`config.mk`:
```
export PLATFORM = sky130hd
export DESIGN_NAME = spike_rate_decoder
export DESIGN_NICKNAME = d
export VERILOG_FILES = /design/src/rtl/spike_rate_decoder.sv
export SDC_FILE = /design/constraint.sdc
export NUM_CORES = 1
export LEC_CHECK = 0
export CAP_MARGIN = 40
export CORE_UTILIZATION = 30
export CTS_CLUSTER_DIAMETER = 30
export DETAILED_ROUTE_END_ITERATION = 6
export PLACE_DENSITY_LB_ADDON = 0.08
export SYNTH_ARGS = -nofsm -noshare
export SYNTH_HDL_FRONTEND = slang
export SYNTH_SLANG_ARGS = --single-unit
export TNS_END_PERCENT = 50
```
`constraint.sdc`:
```
create_clock -name clk -period 3.22 [get_ports clk]
set_input_delay 0.966 -clock clk [delete_from_list [all_inputs] [get_ports clk]]
set_output_delay 0.966 -clock clk [all_outputs]
set_load 0.1 [all_outputs]
```
`src/rtl/spike_rate_decoder.sv`:
```
// spike_rate_decoder: windowed spike rate / min-ISI decoder with record FIFO; burst flag built only with SPIKE_DECODER_BURST_EN
module spike_rate_decoder #(
  parameter int WINDOW_CYCLES = 256,
  parameter int COUNT_WIDTH   = 8,
  parameter int ISI_WIDTH     = 12,
  parameter int FIFO_DEPTH    = 4,
  parameter int BURST_ISI     = 4
) (
  input  logic                           clk,
  input  logic                           rst,
  input  logic                           en,
  input  logic                           spike_in,
  output logic                           rec_valid,
  input  logic                           rec_ready,
  output logic [COUNT_WIDTH-1:0]         rec_count,
  output logic [ISI_WIDTH-1:0]           rec_isi_min,
  output logic                           rec_isi_vld,
  output logic                           rec_burst,
  output logic                           drop_sticky,
  output logic [$clog2(FIFO_DEPTH):0]    fifo_level
);
  localparam int WW = (WINDOW_CYCLES > 2) ? $clog2(WINDOW_CYCLES) : 1;
  localparam int LW = $clog2(FIFO_DEPTH);
  localparam logic [0:0] S_IDLE = 1'b0;
  localparam logic [0:0] S_RUN  = 1'b1;
  localparam logic [WW-1:0] WIN_LAST = WW'(WINDOW_CYCLES - 1);
  localparam logic [LW:0] FULL = (LW+1)'(FIFO_DEPTH);
  localparam logic [COUNT_WIDTH-1:0] CNT_MAX = '1;
  localparam logic [ISI_WIDTH-1:0] ISI_MAX = '1;

  if (WINDOW_CYCLES < 2 || FIFO_DEPTH < 2 || (FIFO_DEPTH & (FIFO_DEPTH - 1)) != 0 || BURST_ISI < 0) begin : g_bad_cfg
    $error("spike_rate_decoder: illegal parameter set");
  end

  logic [0:0]             state;
  logic [WW-1:0]          win;
  logic [COUNT_WIDTH-1:0] cnt, cnt_n;
  logic [ISI_WIDTH-1:0]   isi_min, min_n, gap;
  logic                   isi_vld, vld_n, have_prev;
  logic                   run, sp, hit, close, pop, full, wr;
  logic [LW-1:0]          wp, rp;
  logic [LW:0]            level;
  logic [COUNT_WIDTH-1:0] mem_cnt [FIFO_DEPTH];
  logic [ISI_WIDTH-1:0]   mem_min [FIFO_DEPTH];
  logic                   mem_vld [FIFO_DEPTH];

  always_comb begin
    run   = state == S_RUN && en;
    sp    = run && spike_in;
    hit   = sp && have_prev;
    cnt_n = (sp && cnt != CNT_MAX) ? cnt + 1'b1 : cnt;
    min_n = (hit && gap < isi_min) ? gap : isi_min;
    vld_n = isi_vld | hit;
    close = run && win == WIN_LAST;
    pop   = rec_valid && rec_ready;
    full  = level == FULL;
    wr    = close && (!full || pop);
  end

  // Leaving RUN (or sitting in IDLE) discards the partial window and the ISI history.
  always_ff @(posedge clk) begin
    if (rst) begin
      state     <= S_IDLE;
      win       <= '0;
      cnt       <= '0;
      isi_min   <= ISI_MAX;
      isi_vld   <= 1'b0;
      have_prev <= 1'b0;
      gap       <= '0;
    end else begin
      state     <= en ? S_RUN : S_IDLE;
      win       <= (!run || close) ? '0 : win + 1'b1;
      cnt       <= (!run || close) ? '0 : cnt_n;
      isi_min   <= (!run || close) ? ISI_MAX : min_n;
      isi_vld   <= (!run || close) ? 1'b0 : vld_n;
      have_prev <= run && (have_prev || sp);
      gap       <= !run ? '0 : sp ? ISI_WIDTH'(1) : (gap == ISI_MAX) ? gap : gap + 1'b1;
    end
  end

  always_ff @(posedge clk) begin
    if (rst) begin
      wp          <= '0;
      rp          <= '0;
      level       <= '0;
      drop_sticky <= 1'b0;
    end else begin
      wp          <= wr ? wp + 1'b1 : wp;
      rp          <= pop ? rp + 1'b1 : rp;
      level       <= level + (LW+1)'(wr) - (LW+1)'(pop);
      drop_sticky <= drop_sticky | (close && !wr);
    end
  end

  always_ff @(posedge clk) begin
    if (wr) begin
      mem_cnt[wp] <= cnt_n;
      mem_min[wp] <= min_n;
      mem_vld[wp] <= vld_n;
    end
  end

  assign rec_valid   = level != '0;
  assign fifo_level  = level;
  assign rec_count   = rec_valid ? mem_cnt[rp] : '0;
  assign rec_isi_min = rec_valid ? mem_min[rp] : '0;
  assign rec_isi_vld = rec_valid ? mem_vld[rp] : 1'b0;

`ifdef SPIKE_DECODER_BURST_EN
  localparam logic [ISI_WIDTH-1:0] BURST = ISI_WIDTH'(BURST_ISI);
  logic burst, burst_n;
  logic mem_burst [FIFO_DEPTH];
  assign burst_n = burst | (hit && gap <= BURST);
  always_ff @(posedge clk) begin
    if (rst) burst <= 1'b0;
    else burst <= (run && !close) && burst_n;
  end
  always_ff @(posedge clk) begin
    if (wr) mem_burst[wp] <= burst_n;
  end
  assign rec_burst = rec_valid ? mem_burst[rp] : 1'b0;
`else
  assign rec_burst = 1'b0;
`endif
endmodule

```
Word-level counts from Yosys, hierarchy flattened
Memory sizes are Yosys's and may differ from the RTL's. A register that Yosys moved wholly into a read port is not among the register bits.
Cells that the tools add are included.
Operators by class
  multiply operators: 0
  div/mod/pow operators: 0
  bitwise logic cells: 3
  add/sub/neg operators: 7
  magnitude comparators: 1
  shift-type cells: 0
  multiplexer cells: 16
  equal/unequal tests: 5
  reduce and logical (&&, ||, !) cells: 20
Operators with widths (number)
  $mux W12: 2
  $add A8 B1 Y8 const B: 2
  $mux W8: 2
  $add A12 B1 Y12 const B: 1
  $eq A12 B12 Y1 const B: 1
  $lt A12 B12 Y1: 1
  $mux W2: 6
  $logic_and A1 B1 Y1: 10
  $eq A8 B8 Y1 const B: 1
  $ne A8 B8 Y1 const B: 1
  $mux W1: 6
  $add A2 B1 Y2 const B: 2
  $reduce_or A2 Y1: 2
  $add A3 B1 Y3: 1
  $eq A3 B3 Y1 const B: 1
  $logic_not A1 Y1: 3
  $logic_or A1 B1 Y1: 3
  $reduce_bool A3 Y1: 1
  $reduce_or A3 Y1: 1
  $sub A3 B1 Y3: 1
  $ne A2 B2 Y1 const B: 1
  $or A1 B1 Y1: 2
  $not A1 Y1: 1
Storage, ports and cells
  latch bits: 0
  memories: 3
  RAM bits: 84
  register bits: 51
  output and inout bits: 27
  bits in read-only memories: 0
  input port bits: 5
  word-level logic and storage cells: 67
Memory list
  mem_min: depth 4, bits a word 12, rd ports 1, clocked after Yosys merged registers in 1, write ports 1, line 44  | logic [ISI_WIDTH-1:0] mem_min [FIFO_DEPTH];
  mem_cnt: depth 4, bits a word 8, rd ports 1, clocked after Yosys merged registers in 1, write ports 1, line 43  | logic [COUNT_WIDTH-1:0] mem_cnt [FIFO_DEPTH];
  mem_vld: depth 4, bits a word 1, rd ports 1, clocked after Yosys merged registers in 1, write ports 1, line 45  | logic mem_vld [FIFO_DEPTH];

Logic depth before layout (Yosys ltp)
  depth after elaboration: 7
  depth in mapped cells: 14
  mapped depth without buffers: 13

Worst setup path after synthesis
Ideal clock, no wire load.
  path type: register -> output
  from: reg level[1] (netlist: fifo_level[1])
  to: out rec_isi_min[10]
  data arrival time: 3.131 ns
  required time: 2.254 ns
  path slack: -0.877 ns
  stages on the path, launching flop included: 4
  buffers on the path: 1
  cell sequence: dfxtp_1 or3_1 clkbuf_1 and2_1
On the way
  word-level cells in the longest chain between the ends: 2
Ends and longest elaborated chain
  start: declaration: line 42  | logic [LW:0] level;
  start signal: assignment: line 90  | level <= level + (LW+1)'(wr) - (LW+1)'(pop);
  $reduce_bool A3 Y1: line 103  | assign rec_valid = level != '0;
  net rec_valid: line 13  | output logic rec_valid,
  $mux W12: line 106  | assign rec_isi_min = rec_valid ? mem_min[rp] : '0;
  end: declaration: line 16  | output logic [ISI_WIDTH-1:0] rec_isi_min,
The timed path passes the listed nets, and every way through them passes these cells.

Worst setup path in the final report
  from: in en
  to: reg level[2] (netlist: fifo_level[2])
On the way
  word-level cells in the longest chain between the ends: 5
Ends and longest elaborated chain
  start: declaration: line 11  | input logic en,
  $logic_and A1 B1 Y1: line 48  | run = state == S_RUN && en;
  $logic_and A1 B1 Y1: line 54  | close = run && win == WIN_LAST;
  $logic_and A1 B1 Y1: line 57  | wr = close && (!full || pop);
  $add A3 B1 Y3: line 90
  $sub A3 B1 Y3: line 90
No other way between the ends.
A chain may end at the register's enable or synchronous reset.

==> results.json <==
{
  "cts_tree": "yes",
  "ff2ff_path_depth": 13,
  "port_buffers": 30,
  "hold_class": "flip-flop to flip-flop",
  "cts_buffers": 17,
  "ctsHoldBuffers": 0,
  "setup_viol": 0,
  "tns_ns": 0,
  "wl_um": 11580,
  "rows": 50,
  "htreeDepth": 4,
  "drt_first_pass_iters": 4,
  "ys.flop_type": "edfxtp_1",
  "ctsRootBufferMaster": "clkbuf_16",
  "slew_headroom_pct": 61.59,
  "synthTopCellsByCount": "84 x edfxtp_1, 53 x dfxtp_1, 52 x nor2_1",
  "yosysWarningCount": 0,
  "yosysMostFrequentCell": "edfxtp_1",
  "cp_top_family": "adder cells",
  "drt_first_iter_violations": 174,
  "reg2reg_from": "win[0]",
  "clock_latency_ns": 0.41,
  "critPathRequiredTime_ns": 3.53,
  "worst-r2r-setup-slack_ns": 0.65,
  "rsz0062_at_grt": "false",
  "holdPathEnd": "win[0]",
  "skew_ns": 0.008189,
  "crit_path_max_fanout": 3,
  "synth_seq_cells": 137,
  "yosysTopAreaCell": "edfxtp_1",
  "track_usage_pct": 12.69,
  "via_per_inst": 4.463,
  "antenna_cells": 0,
  "hold_depth": 1,
  "r2r-end": "fifo_level[2]",
  "post_synth_main_area_contributors": "edfxtp_1 43%, dfxtp_1 18%, mux4_2 8.0%",
  "ioPinCount": 32,
  "hold_viol": 0,
  "area_growth_pct": 25.95,
  "synth_edf_count": 84,
  "period_needed_ns": 3.006,
  "cp-start-kind": "primary input",
  "critical_path_class": "primary input to flip-flop",
  "status": "completed",
  "slowest_stage": "clkdlybuf4s50_1",
  "ctsLongestPathBuffers": 2,
  "worstHoldStart": "win[0]",
  "ys_seq_area_share_pct": 60.87,
  "hpwl_um": 7379,
  "tightestPinTransition_ns": 0.5702,
  "path_common_cell": "inv_1",
  "start_util_pct": 31.06,
  "gp_congestion": 0.6975,
  "dr_total_vias": 3405,
  "fmax_mhz": 332.7,
  "cp.arrival_ns": 3.31,
  "slew_violations": 0,
  "syn_area_per_cell_um2": 13.32,
  "wire_per_inst_um": 15.18,
  "async_flop_share_pct": 0,
  "grt_pass1_vias": 3468,
  "synth_top_area_share_pct": 42.85,
  "fin_ws_ns": 0.2141,
  "fp.dieW_um": 142.1,
  "critPathMaxStageDelay_ns": 0.48,
  "yosysUniqueCellTypes": 43,
  "peakVddDrop_mv": 0.3660,
  "pre_cts_ws_ns": -0.2993,
  "post_dp_cell_area_um2": 6838,
  "core_area_um2": 18960,
  "fill_cells": 1778,
  "die_y_um": 142.1,
  "layout.nets": 516,
  "cts.sinks": 137,
  "synth_nets": 468,
  "dieArea_um2": 20190,
  "cap_violations": 0,
  "stdcell_area_um2": 7415,
  "p_total_mw": 3.691,
  "netlist_area_um2": 5887,
  "grt_max_degree": 28,
  "grt_overflow": 0,
  "cp_cell_sequence": "clkdlybuf4s50_1 > nand2_1 > nor4_4 > nor2b_2 > inv_1 > ha_1 > inv_1 > ha_1 > inv_1 > fa_1 > xor2_1 > xnor2_1 > nor2_1",
  "dp_cells": 731,
  "cts_setup_buffers": 0,
  "layout-drive-gt1-share_pct": 24.85,
  "path_buf_inv": 4,
  "antenna_found_initial": 0,
  "syn_inst": 442,
  "grt_first_pass_wirelength_um": 18930,
  "drcViolationCount": 0,
  "p_leak_nw": 2.525,
  "crit_path_end_kind": "flip-flop",
  "clkSlewWorstSetupHoldPaths_ns": 0.06,
  "fin_crit_sh_pct": 93.35,
  "antenna_left": 0,
  "fin_cells": 763,
  "power_density_nw_per_um2": 497.8
}
layer usage:
metal | up-vias | global-route usage (%) | share of wire [%]
li1 | 1686 | - | -
met1 | 1666 | 16.72 | 50
met2 | 43 | 20.05 | 47
met3 | 10 | 2.826 | 1.9
met4 | 0 | 5.433 | 1.3
met5 | - | 0 | 0
stage by stage:
| stage | util (%) | hold WS, ns |
|---|---|---|
| 2_1_floorplan | - | 0.4299 |
| 3_3_place_gp | 36.07 | 0.4469 |
| 3_5_place_dp | 36.07 | 0.4499 |
| 4_1_cts | 39.02 | 0.4645 |
| 5_1_grt | 39.12 | 0.5160 |
| 6_report | 39.12 | 0.4686 |
cell families after synthesis:
kind of cell    count (synthesis)  share of synthesized area [%]
flops                         137                          60.87
other cells                     1                        0.06370
compound gates                 28                          2.890
simple gates                  145                          12.35
mux                            47                          12.69
buf+inv                        40                          3.124
fa+ha+maj                      21                          4.591
xor+xnor                       23                          3.422
area by class of cell:
cell class / count / area, um2 / area share [%]
Clock inverter: 15 / 133.9 / 1.806
Inverter: 19 / 71.32 / 0.9619
Tap cell: 260 / 325.3 / 4.387
Timing Repair Buffer: 50 / 723.2 / 9.754
Multi-Input combinational cell: 265 / 2148 / 28.97
Sequential cell: 137 / 3587 / 48.38
Clock buffer: 17 / 425.4 / 5.737
worst max-delay path by stage:
stage / startpoint / to / slack [ns] / depth (start not counted)
global route: en / fifo_level[2] / 0.03 / 13
finish: en / fifo_level[2] / 0.21 / 13
detailed placement: en / fifo_level[2] / -0.30 / 13
global placement: en / fifo_level[2] / -0.27 / 13
floorplan: en / fifo_level[2] / 0.16 / 13
CTS: en / fifo_level[2] / 0.14 / 13
worst register-to-register path, stage by stage, from the launching register on:
cell and delay, ns:
dfxtp_1 0.38, ha_1 0.23, nand2_1 0.16, nor4_4 0.25
nor2b_2 0.19, inv_1 0.05, ha_1 0.26, inv_1 0.05
ha_1 0.12, inv_1 0.04, fa_1 0.37, xor2_1 0.17
xnor2_1 0.14, nor2_1 0.05
registers in the layout, indices dropped and copies added, names as in the netlist, 2 cells and up, named ones only:
name / cells
mem_min: 48
wp: 2
cnt: 8
gap: 12
mem_cnt: 32
rp: 2
mem_vld: 4
isi_min: 12
fifo_level: 3
win: 8
repair_timing:
item / 4_1_cts / 5_1_grt
hold endpoints to repair: 0 / 0
endpoints found under the setup margin: 0 / 1
resized for setup: 0 / 3
where the power goes:
| part | internal [mW] | switching, mW |
|---|---|---|
| clock network | 1.01 | 0.801 |
| registers | 1.84 | 0.00193 |
| logic | 0.0120 | 0.0202 |
layout by cell type (no fill, tap or decap), types with 2 or more instances in the layout:
cell,count
inv_6,5
and2_2,9
buf_12,27
a31oi_1,2
mux2_2,10
o211ai_1,2
mux2i_1,15
o21ai_0,3
inv_1,19
ha_1,20
nand2_1,16
inv_8,3
nor2_1,52
edfxtp_1,84
nand4_1,6
clkinvlp_4,4
o21a_1,2
and3_1,3
dfxtp_2,3
nand3_1,9
dfxtp_1,50
a21oi_1,13
nor2b_1,4
and2_1,28
or3_1,3
mux4_2,21
clkdlybuf4s50_1,4
clkinv_4,3
clkbuf_16,17
nor3_1,6
nand2b_1,2
buf_4,19
xor2_1,14
xnor2_1,9
Note: power is estimated with default switching activity, not from simulation.
